<file path="src/rtl/mod5_check_tx.sv">
// mod5_check_tx: serialises a WIDTH-bit word MSB-first and appends a 3-bit suffix making the frame divisible by 5
module mod5_check_tx #(
  parameter int WIDTH = 8
) (
  input  logic             clk,
  input  logic             rst_n,
  input  logic [WIDTH-1:0] data_i,
  input  logic             valid_i,
  output logic             ready_o,
  output logic             serial_o,
  output logic             serial_valid_o,
  output logic             last_o
);
  localparam int CW = WIDTH > 4 ? $clog2(WIDTH) : 2;
  typedef enum logic [1:0] {IDLE, DATA, CHECK} state_t;
  state_t state, state_nx;
  logic [WIDTH-1:0] shreg;
  logic [CW-1:0] cnt;
  logic [2:0] r, r_l, r_nx, chk;
  logic [3:0] sum;
  logic accept;
  always_comb begin
    case (r)
      3'd1:    chk = 3'd2;
      3'd2:    chk = 3'd4;
      3'd3:    chk = 3'd1;
      3'd4:    chk = 3'd3;
      default: chk = 3'd0;
    endcase
  end
  assign r_l = r > 3'd4 ? 3'd0 : r;
  assign sum = {r_l, shreg[WIDTH-1]};
  assign r_nx = sum >= 4'd5 ? 3'(sum - 4'd5) : sum[2:0];
  assign serial_valid_o = state != IDLE;
  assign last_o = state == CHECK && cnt == '0;
  assign ready_o = state == IDLE || last_o;
  assign serial_o = state == DATA ? shreg[WIDTH-1] : state == CHECK ? chk[cnt[1:0]] : 1'b0;
  assign accept = valid_i & ready_o;
  always_comb begin
    state_nx = state;
    case (state)
      IDLE:    state_nx = accept ? DATA : IDLE;
      DATA:    state_nx = cnt == '0 ? CHECK : DATA;
      CHECK:   state_nx = cnt == '0 ? (accept ? DATA : IDLE) : CHECK;
      default: state_nx = IDLE;
    endcase
  end
  always_ff @(posedge clk or negedge rst_n) begin
    if (!rst_n) begin
      state <= IDLE;
      shreg <= '0;
      cnt   <= '0;
      r     <= '0;
    end else begin
      state <= state_nx;
      if (accept) begin
        shreg <= data_i;
        cnt   <= CW'(WIDTH - 1);
        r     <= '0;
      end else if (state == DATA) begin
        r     <= r_nx;
        shreg <= shreg << 1;
        cnt   <= cnt == '0 ? CW'(2) : cnt - 1'b1;
      end else if (state == CHECK) begin
        cnt   <= cnt - 1'b1;
      end
    end
  end
endmodule

</file>
<file path="config.mk">
export PLATFORM = sky130hd
export DESIGN_NAME = mod5_check_tx
export DESIGN_NICKNAME = d
export VERILOG_FILES = /design/src/rtl/mod5_check_tx.sv
export SDC_FILE = /design/constraint.sdc
export NUM_CORES = 1
export LEC_CHECK = 0
export CAP_MARGIN = 10
export CORE_MARGIN = 3
export CORE_UTILIZATION = 56
export CTS_BUF_LIST = sky130_fd_sc_hd__clkbuf_4 sky130_fd_sc_hd__clkbuf_8 sky130_fd_sc_hd__clkbuf_16
export DETAILED_ROUTE_END_ITERATION = 6
export GPL_ROUTABILITY_DRIVEN = 0
export MAX_ROUTING_LAYER = met4
export PLACE_DENSITY = 0.82
export RECOVER_POWER = 100
export SETUP_SLACK_MARGIN = 0.5
export SLEW_MARGIN = 20
export SYNTH_ARGS = -nofsm -noshare
export SYNTH_HDL_FRONTEND = slang
export SYNTH_SLANG_ARGS = --single-unit
</file>
<file path="constraint.sdc">
create_clock -name clk -period 4.5 [get_ports clk]
set_clock_uncertainty 0.15 [all_clocks]
set_input_delay 0.9 -clock clk [delete_from_list [all_inputs] [get_ports clk]]
set_output_delay 0.9 -clock clk [all_outputs]
set_load 0.02 [all_outputs]
</file>
## Word level (Yosys, flattened, before mapping)

Cells that the tools add are included.

- Memories kept: 0
- Memory bits (read-only): 0
- Bits of input ports: 11
- Bits in registers: 16
- Output and inout bits: 4
- RAM bits: 0
- Latch bits: 0

- Shifts and indexed selects: 0
- $lt $le $gt $ge: 3
- Add/sub/neg operators: 2
- Multiplexer cells: 19
- Eq/ne operators: 6
- Reduce and logical (&&, ||, !) cells: 7
- Div/mod/pow operators: 0
- Bitwise operators: 1
- Multiply operators: 0

Operators by type and width:

| cell | count |
|---|---|
| $mux 3 | 8 |
| $mux 8 | 2 |
| $pmux 3 s4 | 1 |
| $eq 3x2->1 const B | 2 |
| $pmux 2 s3 | 1 |
| $ge 4x3->1 const B | 1 |
| $mux 1 | 4 |
| $mux 2 | 2 |
| $reduce_bool 2->1 | 2 |
| $eq 3x1->1 const B | 1 |
| $eq 3x3->1 const B | 1 |
| $gt 3x3->1 const B | 1 |
| $logic_not 3->1 | 1 |
| $lt 2x3->1 const B | 1 |
| $reduce_bool 3->1 | 1 |
| $sub 3x1->3 const B | 1 |
| $sub 3x3->3 const B | 1 |
| $bmux 1 s2 | 1 |
| $eq 2x1->1 const B | 1 |
| $eq 2x2->1 const B | 1 |
| $logic_not 2->1 | 1 |
| $and 1x1->1 | 1 |
| $logic_and 1x1->1 | 1 |
| $logic_or 1x1->1 | 1 |

## Logic depth before layout (Yosys ltp)

- Depth in word-level cells: 7
- Depth in mapped cells: 7
- Gate-level depth less buffers: 6

## Least setup slack after synthesis

OpenSTA, ideal clock, no wires.

- Kind: register to output
- Start point: register cnt[0]
- End point: output port ready_o
- Data required time: 3.450 ns
- Slack: 2.090 ns
- Arrival time: 1.360 ns
- Cell stages (with the launch flop): 5
- Cell sequence: dfrtp_1 inv_1 ha_1 or2b_4 a21oi_1

- Longest elaborated chain between the ends: 3

RTL lines:

| element | RTL line | source |
|---|---|---|
| start: declaration | 18 | `logic [CW-1:0] cnt;` |
| start signal: assignment | 58 | `cnt <= CW'(WIDTH - 1);` |
| start signal: assignment | 63 | `cnt <= cnt == '0 ? CW'(2) : cnt - 1'b1;` |
| start signal: assignment | 65 | `cnt <= cnt - 1'b1;` |
| $logic_not 3->1 | 35 | `assign last_o = state == CHECK && cnt == '0;` |
| $logic_and 1x1->1 | 35 |  |
| $logic_or 1x1->1 | 36 | `assign ready_o = state == IDLE \|\| last_o;` |
| end: declaration | 9 | `output logic ready_o,` |

Every way passes these cells.

## Worst setup path after layout

- Start point: register state[0]
- End point: output port serial_o

- Longest elaborated chain between the ends: 3
- Elaborated cells on any way between the ends: 4
- Those cells by class: eq/ne: 2; mux: 2

RTL lines:

| element | RTL line | source |
|---|---|---|
| start: declaration | 16 | `state_t state, state_nx;` |
| start signal: assignment | 55 | `state <= state_nx;` |
| $eq 2x2->1 | 37 | `assign serial_o = state == DATA ? shreg[WIDTH-1] : state == CHECK ? chk[cnt[1:0]] : 1'b0;` |
| $mux 1 | 37 |  |
| $mux 1 (*) | 37 |  |
| end: declaration | 10 | `output logic serial_o,` |

Mark *: on every way between the ends. The rest lies on a longest branch, timed or not.

==> metrics.md <==
| Metric | Value |
|---|---|
| Clock latency on the worst-skew pair | `approximately 0.28 ns` |
| Worst Setup End Kind | `output port` |
| CP startpoint kind | `flip-flop` |
| Total chip power | `about 0.79 mW` |
| Clock buffer depth | `2` |
| WL met1 | `~900 um` |
| Max Fclk | `0.290 GHz` |
| Fin Hold WS | `around 0.37 ns` |
| # fillers | `128` |
| Die span in x | `48.7 um` |
| Compound-gate portion of the synthesized area | `0.238` |
| Antenna violations before repair | `0` |
| Final hold violations | `0` |
| Port Buf Inserts | `14` |
| Most common library cell in the layout ignoring fill and taps | `dfrtp_1` |
| Share of cells above drive strength 1 | `0.0750` |
| Worst slack, placed | `around 1.4 ns` |
| Cts repair resizes | `0` |
| Largest net degree at the start of global routing | `21` |
| Post-detail-place hpwl | `roughly 1500 um` |
| CTS buffer count | `3` |
| Global-route wire length before repair | `between 3000 and 4000 um` |
| Crit-path max cell delay | `approximately 0.69 ns` |
| H-tree Lvls | `1` |
| Fin worst setup slack | `1.05 ns` |
| Syn avg cell area | `~9.5 um2` |
| Synth warn | `0` |
| DRC | `0` |
| Max-cap violation count | `0` |
| Initial DRC Count | `38` |
| Register area share after synthesis | `0.392` |
| Vias per inst | `roughly 5.8` |
| Worst-path clk slew | `~0.10 ns` |
| Hold buffer count at CTS | `0` |
| Synth Area in XOR/XNOR | `0.0257` |
| Unique masters post-synth | `36` |
| Mux cell area share after synthesis | `0.0196` |
| Die Ht | `48.7 um` |
| DRT Wirelength | `~2100 um` |
| Most frequent cells in the layout | `dfrtp_1, inv_1, nand2_1` |
| Antenna-violating nets left | `0` |
| Worst vdd ir | `roughly 0.46 mV` |
| RSZ-0062 raised after global routing | `no` |
| Kind of critical path | `flip-flop to output port` |
| Period utilization | `0.767` |
| Routed met2 length | `~1100 um` |
| CP max stage cell | `dlygate4sd3_1` |
| Worst Path Arrival | `between 2 and 2.5 ns` |
| Worst Path Required | `3.45 ns` |
| Clock Sink Count | `16` |
| Row count | `14` |
| Vias in the first global route | `between 800 and 900` |
| Largest family of logic cells by synthesized area | `compound AO/OA/AOI/OAI gates` |
| # Post-CTS Setup Buffers | `0` |
| Met3 wire len | `roughly 88 um` |
| CTS Root Cell | `clkbuf_4` |
| Antenna Cells | `0` |
| Hold Crit Class | `flip-flop to flip-flop` |
| Leak Pwr | `between 0.5 and 0.6 nW` |
| Status | `complete, no violations` |
| Synth Area in Adders | `0.0490` |
| Pwr dens | `about 680 mW/mm2` |
| Gr usage total | `0.191` |
| Critical Path, Cell by Cell | `nor2b_1 -> nand2_1 -> a32oi_1 -> dlygate4sd3_1` |
| Initial Util | `0.634` |
| Synth area leader | `dfrtp_1` |
| Max FO, Critical Path | `20` |
| Top cell type's share of synthesized area | `0.392` |
| TNS Setup | `0 ns` |
| Final Slew Violations | `0` |
| Remaining Overflow, GRT | `0` |
| Simple-gate share of the synthesized area | `0.197` |
| Syn Std Cell Area | `between 0.001 and 0.0015 mm2` |
| Max Used Layer | `met4` |
| Synthesized instance count | `approximately 110` |
| Syn_nets | `between 100 and 150` |
| Number of synthesized register bits | `16` |
| IO Pins | `15` |
| Slew HR | `0.160` |
| DIE AREA | `~0.0024 mm2` |
| Final setup violation count | `0` |
| Fin crit period | `about 3.5 ns` |
| Vias | `~840` |
| Drt pass-1 iters | `5` |
| CTS tree | `yes` |
| Core area | `between 0.0015 and 0.002 mm2` |
| Least-Margin Pin Slew | `between 1 and 1.5 ns` |
| Area grow syn2layout | `14.3%` |
| Nets@finish | `136` |
| DR WL/cell | `between 10 and 15 um` |
| Synth top area cells | `dfrtp_1, a222oi_1, ha_1` |
## critical path: cells and delay by family (launching register included)
family / cells / cell delay [ns]
simple gates: 2 / 0.59
buf+inv: 1 / 0.69
compound gates: 1 / 0.17
flops: 1 / 0.67
## Yosys cell counts
library cell,number
a21boi_4,1
a21o_1,1
a21oi_1,7
a221o_1,1
a222oi_1,5
a22oi_2,1
a2bb2oi_1,1
a311oi_1,1
a31oi_1,1
a32oi_1,2
and2b_1,1
and2b_4,1
and4bb_1,1
buf_2,4
buf_6,2
dfrtp_1,16
ha_1,4
inv_1,10
mux2i_1,2
nand2_1,9
nand2b_1,5
nand3_1,2
nor2_1,5
nor2b_1,2
nor3_1,3
nor3b_1,1
nor3b_2,1
nor4_1,1
o21ai_0,8
o22ai_1,1
o22ai_2,1
o31a_1,1
or2_2,1
or2b_4,1
or3_1,1
xnor2_1,3
## per-layer routing
metal | up-vias | track usage
met5 | - | -
met4 | 0 | 0.0711
met3 | 2 | 0.0276
met2 | 31 | 0.324
met1 | 391 | 0.229
li1 | 417 | -
## sequential cells by signal (all words and copies together), names as in the netlist
signal and flops:
r 3, shreg 8, state 2, cnt 3
## area by class of cell
| cell class | instances | area, um2 | area share |
|---|---|---|---|
| multi-input cells | 76 | 523 | 0.448 |
| flip-flops and latches | 16 | 400 | 0.343 |
| repair buffers | 14 | 140 | 0.120 |
| inverters | 10 | 37.5 | 0.0322 |
| clock buffers | 4 | 36.3 | 0.0311 |
| well taps | 24 | 30.0 | 0.0257 |
## through the flow
step / cell area, um2 / instances / util
2_1_floorplan: 1020 / 108 / -
3_3_place_gp: 1150 / 140 / 0.713
3_5_place_dp: 1150 / 140 / 0.713
4_1_cts: 1180 / 144 / 0.735
5_1_grt: 1170 / 144 / 0.724
6_report: 1170 / 144 / 0.724
## power breakdown
group          switching (mW)  internal [mW]  total, mW
sequential             0.0827          0.205      0.287
combinational           0.209          0.197      0.407
clock                  0.0448         0.0492     0.0940
total                   0.337          0.451      0.788
## worst paths after layout
path | start | endpoint | slack [ns] | cells after the start
max | state[0] | serial_o | 1.05 | 4
min | shreg[4] | shreg[4] | 0.37 | 2
max reg2reg | cnt[0] | r[1] | 1.81 | 6
min reg2reg | shreg[4] | shreg[4] | 0.37 | 2
max in group asynchronous | rst_n | cnt[0] | 2.80 | 1
min in group asynchronous | rst_n | shreg[2] | 0.95 | 1
## kinds of logic after synthesis
group	after synthesis
buf+inv	16
fa+ha+maj	4
mux	2
flops	16
compound gates	32
xor+xnor	3
simple gates	35
Note: power is estimated with default switching activity, not from simulation.
